[src/rtl/vga_timing_pkg.sv]
// vga_timing_pkg: 640x480@60 timing constants and raster coordinate types
package vga_timing_pkg;
  localparam int H_ACTIVE = 640;
  localparam int H_FP = 16;
  localparam int H_SYNC = 96;
  localparam int H_BP = 48;
  localparam int V_ACTIVE = 480;
  localparam int V_FP = 10;
  localparam int V_SYNC = 2;
  localparam int V_BP = 33;
  localparam int H_TOTAL = H_ACTIVE + H_FP + H_SYNC + H_BP;
  localparam int V_TOTAL = V_ACTIVE + V_FP + V_SYNC + V_BP;
  typedef logic [9:0] x_t;
  typedef logic [8:0] y_t;
endpackage

[src/rtl/vga_sync_counter.sv]
// vga_sync_counter: raster position counters and raw active/sync decode
module vga_sync_counter
  import vga_timing_pkg::x_t;
#(
  parameter int H_ACTIVE = vga_timing_pkg::H_ACTIVE,
  parameter int H_FP = vga_timing_pkg::H_FP,
  parameter int H_SYNC = vga_timing_pkg::H_SYNC,
  parameter int H_BP = vga_timing_pkg::H_BP,
  parameter int V_ACTIVE = vga_timing_pkg::V_ACTIVE,
  parameter int V_FP = vga_timing_pkg::V_FP,
  parameter int V_SYNC = vga_timing_pkg::V_SYNC,
  parameter int V_BP = vga_timing_pkg::V_BP
) (
  input  logic clk,
  input  logic reset,
  input  logic pix_en,
  output x_t   h_cnt,
  output x_t   v_cnt,
  output logic active,
  output logic hs_raw,
  output logic vs_raw,
  output logic frame_wrap
);
  localparam int H_TOTAL = H_ACTIVE + H_FP + H_SYNC + H_BP;
  localparam int V_TOTAL = V_ACTIVE + V_FP + V_SYNC + V_BP;
  logic h_last;
  assign h_last = h_cnt == x_t'(H_TOTAL - 1);
  always_ff @(posedge clk)
    if (reset) begin
      h_cnt <= '0;
      v_cnt <= '0;
    end else if (pix_en) begin
      h_cnt <= h_last ? '0 : h_cnt + 1'b1;
      if (h_last) v_cnt <= (v_cnt == x_t'(V_TOTAL - 1)) ? '0 : v_cnt + 1'b1;
    end
  assign active = (h_cnt < x_t'(H_ACTIVE)) && (v_cnt < x_t'(V_ACTIVE));
  assign hs_raw = !((h_cnt >= x_t'(H_ACTIVE + H_FP)) && (h_cnt < x_t'(H_ACTIVE + H_FP + H_SYNC)));
  assign vs_raw = !((v_cnt >= x_t'(V_ACTIVE + V_FP)) && (v_cnt < x_t'(V_ACTIVE + V_FP + V_SYNC)));
  assign frame_wrap = (h_cnt == '0) && (v_cnt == '0);
endmodule

[src/rtl/vga_scanout.sv]
// vga_scanout: raster-order framebuffer reader driving the DE1-SoC VGA DAC with 2-clk aligned outputs
module vga_scanout
  import vga_timing_pkg::x_t, vga_timing_pkg::y_t;
#(
  parameter int H_ACTIVE = vga_timing_pkg::H_ACTIVE,
  parameter int H_FP = vga_timing_pkg::H_FP,
  parameter int H_SYNC = vga_timing_pkg::H_SYNC,
  parameter int H_BP = vga_timing_pkg::H_BP,
  parameter int V_ACTIVE = vga_timing_pkg::V_ACTIVE,
  parameter int V_FP = vga_timing_pkg::V_FP,
  parameter int V_SYNC = vga_timing_pkg::V_SYNC,
  parameter int V_BP = vga_timing_pkg::V_BP
) (
  input  logic       clk,
  input  logic       reset,
  output logic       rd_en,
  output x_t         rd_x,
  output y_t         rd_y,
  input  logic       rd_data,
  output logic [7:0] VGA_R,
  output logic [7:0] VGA_G,
  output logic [7:0] VGA_B,
  output logic       VGA_HS,
  output logic       VGA_VS,
  output logic       VGA_BLANK_N,
  output logic       VGA_SYNC_N,
  output logic       VGA_CLK,
  output logic       frame_start
);
  logic pix_en, active, hs_raw, vs_raw, frame_wrap, act_d, hs_d, vs_d;
  x_t h_cnt, v_cnt;
  vga_sync_counter #(
    .H_ACTIVE(H_ACTIVE), .H_FP(H_FP), .H_SYNC(H_SYNC), .H_BP(H_BP),
    .V_ACTIVE(V_ACTIVE), .V_FP(V_FP), .V_SYNC(V_SYNC), .V_BP(V_BP)
  ) u_cnt (
    .clk(clk), .reset(reset), .pix_en(pix_en),
    .h_cnt(h_cnt), .v_cnt(v_cnt), .active(active),
    .hs_raw(hs_raw), .vs_raw(vs_raw), .frame_wrap(frame_wrap)
  );
  assign VGA_SYNC_N = 1'b0;
  always_ff @(posedge clk)
    if (reset) begin
      pix_en <= 1'b0;
      VGA_CLK <= 1'b0;
      rd_en <= 1'b0;
      rd_x <= '0;
      rd_y <= '0;
      frame_start <= 1'b0;
      act_d <= 1'b0;
      hs_d <= 1'b1;
      vs_d <= 1'b1;
      VGA_R <= '0;
      VGA_G <= '0;
      VGA_B <= '0;
      VGA_HS <= 1'b1;
      VGA_VS <= 1'b1;
      VGA_BLANK_N <= 1'b0;
    end else begin
      pix_en <= ~pix_en;
      VGA_CLK <= pix_en;
      rd_en <= pix_en & active;
      frame_start <= pix_en & frame_wrap;
      if (pix_en) begin
        rd_x <= h_cnt;
        rd_y <= y_t'(v_cnt);
        act_d <= active;
        hs_d <= hs_raw;
        vs_d <= vs_raw;
        // rd_data here answers the read issued one pixel period earlier
        VGA_R <= act_d ? {8{rd_data}} : 8'h00;
        VGA_G <= act_d ? {8{rd_data}} : 8'h00;
        VGA_B <= act_d ? {8{rd_data}} : 8'h00;
        VGA_HS <= hs_d;
        VGA_VS <= vs_d;
        VGA_BLANK_N <= act_d;
      end
    end
endmodule

[config.mk]
export PLATFORM = sky130hd
export DESIGN_NAME = vga_scanout
export DESIGN_NICKNAME = d
export VERILOG_FILES = /design/src/rtl/vga_timing_pkg.sv /design/src/rtl/vga_sync_counter.sv /design/src/rtl/vga_scanout.sv
export SDC_FILE = /design/constraint.sdc
export NUM_CORES = 1
export LEC_CHECK = 0
export BUFFER_PORTS_ARGS = -buffer_cell sky130_fd_sc_hd__buf_2
export CAP_MARGIN = 25
export CORE_ASPECT_RATIO = 0.8
export CORE_UTILIZATION = 50
export DETAILED_ROUTE_END_ITERATION = 8
export GPL_TIMING_DRIVEN = 1
export PLACE_DENSITY = 0.75
export SETUP_SLACK_MARGIN = 0.02
export SLEW_MARGIN = 20
export SYNTH_ARGS = -nofsm -noshare
export SYNTH_HDL_FRONTEND = slang
export SYNTH_SLANG_ARGS = --single-unit
[constraint.sdc]
create_clock -name clk -period 3.17 [get_ports clk]
set_input_delay 0.634 -clock clk [delete_from_list [all_inputs] [get_ports clk]]
set_output_delay 0.634 -clock clk [all_outputs]
set_load 0.005 [all_outputs]
==> metrics <==
endpoint of the lowest-slack register-to-register path=u_cnt.v_cnt[3]$_SDFFE_PP0P_; path class of the lowest-slack min-delay path=register to register; largest fanout on the critical path=10; WHS Path Cells=2; Synth Warn #=0; row cnt=21; vias per std cell=~5.3; Clock Path Buffers=2; kind of end point of the critical path=register; Hold Path Sink=rd_x[2]$_SDFFE_PP0P_; Post-Synthesis Mean Instance Area=approximately 9 sq um; worst r2r path cells=5; areal power density over the cells=435 nW/um^2; post-synthesis instance area=about 2300 sq um; number of nets in the layout=approximately 280; number of cells after detailed placement=between 300 and 400; TritonCTS clock tree=done; Sum Neg Setup Slack=0 ns; via count of the first global-routing pass=about 1600; slew at the pin with the worst max-slew slack=slightly below 0.8 ns; first-pass detailed-route iteration total=4; latest clock arrival within the worst-skew pair=roughly 0.3 ns; share of the synthesized area in the top cell type=~44%; switching fraction of total power=roughly 22%; Max-cap violations=0; Leak Pwr=1.12 nW; wire length of the first global-routing pass=~7.4 mm; critical path's largest stage delay=0.75 ns; most frequent standard cell in the layout excluding fill and tap cells=buf_2; routability congestion estimate from global placement=0.890; share of total power in combinational logic=under 10%; setup repair after global routing missed its margin=no; port bufs=51; Internal=about 0.84 mW; Clock Pin Slew Worst Setup and Hold Paths=~0.09 ns; total overflow reported by the global router=0; post-layout minimum cycle time=2.14 ns; register share of total power=around three fifths; Synth Register Bits=50; die span in y=between 60 and 70 um; Inserted Diodes=0; chain of cells forming the critical path=ha_1, nand4bb_1, o31ai_2, a21boi_0, o22ai_1; CP delay by family, top=compound AO/OA/AOI/OAI gates; startpoint types=register; share of the yosys chip area belonging to registers=a little over two fifths; hold buffer count at CTS=0; global-route usage over all layers=19.6%; final clock period utilization by the worst path=67.4%; share of post-route cells with drive strength above 1=between 20% and 30%; Peak Freq=468 MHz; drt total wl=4.46 mm; max_slew headroom=between 40% and 50%; Finished Cell Area=2480 sq um; number of max-slew violations in the final report=0; Post-CTS Resized=0; sum of buffers and inverters on the critical path=0; number of buffers inserted during clock tree synthesis=5; cell at the root of the clock tree=clkbuf_8; core box area=4280 sq um; launch point of the worst hold path=rd_x[2]$_SDFFE_PP0P_; final hold violation count=0; startpoint of the worst-slack reg-to-reg timing path=u_cnt.h_cnt[0]$_SDFFE_PP0P_; number of antenna violations at the first check in global routing=0; cell area after placement=2380 sq um; Crit path required time=roughly 3.4 ns; DRC Markers=0; count of endpoints failing setup in the final report=0; starting utilization of the core area=about 53%; Syn Nets=261; Worst Path Arrival=2.32 ns; horizontal die dimension=~78 um; Max rail drop VDD=roughly 350 uV; top area cells in the synthesized netlist=dfxtp_1 44%, mux2i_1 9.6%, buf_4 8.2%; fin cells=~340; library cell with the largest summed area after synthesis=dfxtp_1; Slowest-stage cell, CP=o31ai_2; maximum number of pins on one net before global-route repair=35; detailed-route via count=between 1500 and 2000; detailed placement HPWL=approximately 3.1 mm; number of H-tree levels=2; number of DRC markers after the initial detailed-route iteration=127; clock sink count=50; area of the die=approximately 4800 sq um; number of antenna-violating nets in the routed design=0; reported net switching power=roughly 0.24 mW; portion of total power attributed to the clock network=about a third; number of placed I/O pins=53; run status=finished clean; class of the most critical setup path=register to register; post-synthesis to final-layout area growth=8.50%; leading cell types in the layout, fill and taps excluded=51 x buf_2, 50 x dfxtp_1, 36 x nor2_1, 22 x mux2i_1; DR WL/cell=~13 um; setup fix buffers added after clock tree synthesis=0; setup slack of the worst register-to-register path=roughly 1.0 ns; cell count after synthesis=~250; worst clock skew=roughly 0.011 ns; Cell variety after synth=between 40 and 50
worst reg2reg max path, stage by stage (launching register included):
cell and delay [ns]:
dfxtp_1 0.39, ha_1 0.21, nand4bb_1 0.28, o31ai_2 0.75, a21boi_0 0.28, o22ai_1 0.11
per-stage QoR:
step	total power, mW	util [%]	hold slack, ns	setup WS, ns
2_1_floorplan	0.706	-	0.447	1.32
3_3_place_gp	0.715	55.7	0.458	1.17
3_5_place_dp	0.716	55.7	0.463	1.07
4_1_cts	1.08	57.8	0.478	1.05
5_1_grt	1.12	57.8	0.524	0.848
6_report	1.08	57.8	0.478	1.03
worst max-delay path by stage:
stage | startpoint | depth (start not counted) | slack (ns) | to
finish | u_cnt.h_cnt[0]$_SDFFE_PP0P_ | 5 | 1.03 | u_cnt.v_cnt[3]$_SDFFE_PP0P_
global placement | u_cnt.h_cnt[0]$_SDFFE_PP0P_ | 5 | 1.17 | u_cnt.v_cnt[6]$_SDFFE_PP0P_
floorplan | u_cnt.h_cnt[0]$_SDFFE_PP0P_ | 6 | 1.32 | u_cnt.v_cnt[6]$_SDFFE_PP0P_
global route | u_cnt.h_cnt[0]$_SDFFE_PP0P_ | 5 | 0.85 | u_cnt.v_cnt[3]$_SDFFE_PP0P_
CTS | u_cnt.h_cnt[0]$_SDFFE_PP0P_ | 5 | 1.05 | u_cnt.v_cnt[3]$_SDFFE_PP0P_
detailed placement | u_cnt.h_cnt[0]$_SDFFE_PP0P_ | 5 | 1.07 | u_cnt.v_cnt[3]$_SDFFE_PP0P_
routing by layer:
layer,routed length (um),up-vias,track usage [%],part of all wire [%]
met3,235,5,4.67,5.3
met5,0,-,0,0
met4,52,0,8.73,1.2
li1,-,888,-,-
met2,1870,67,28.4,42
met1,2310,813,27.4,52
layout make-up:
class                      instances  area (sq um)
multi-input combinational        158          1010
sequential                        50          1000
inverter                          10          37.5
tap                               57          71.3
clock inverter                     1          5.00
clock buffer                       7          86.3
timing repair buffer              52           263
fill                             383          1810
kinds of logic after synthesis:
group,after synthesis,share of synthesized area (%)
AOI/OAI and AO/OA,24,6.91
DFF,50,43.9
xor gates and xnor gates,9,3.45
and+or+nand+nor,98,22.0
muxes,22,9.65
adders and majority gates,4,2.19
other,1,0.164
buffers and inverters,46,11.8
synth_stat cells, drive strengths merged:
cell type / number
nor2b: 1
and2: 1
nand3: 11
o211a: 1
xor2: 3
clkbuf: 7
nand2: 10
buf: 29
and4: 2
o221ai: 1
and3: 4
o22ai: 1
xnor2: 6
nand4b: 2
or4: 2
a21o: 1
nand4: 5
conb: 1
nor4b: 1
a31o: 1
a21oi: 7
mux2i: 22
inv: 10
or3: 3
a21boi: 1
dfxtp: 50
nand4bb: 1
nor3: 11
nor2: 36
ha: 4
nor4: 3
o211ai: 1
a31oi: 3
nand2b: 5
o31ai: 3
o21ai: 4
sequential cells by signal (all words and copies together), names as in the netlist, 9 cells and up:
signal	count
rd_x	10
rd_y	9
u_cnt.v_cnt	10
u_cnt.h_cnt	10
power by group through the flow:
stage | clock network (mW) | registers (mW) | logic, mW
5_1_grt | 0.415 | 0.644 | 0.0649
3_3_place_gp | 0 | 0.656 | 0.0584
3_5_place_dp | 0 | 0.657 | 0.0595
6_report | 0.375 | 0.642 | 0.0590
4_1_cts | 0.380 | 0.642 | 0.0596
2_1_floorplan | 0 | 0.655 | 0.0510
Power figures use the tool's default switching activity.
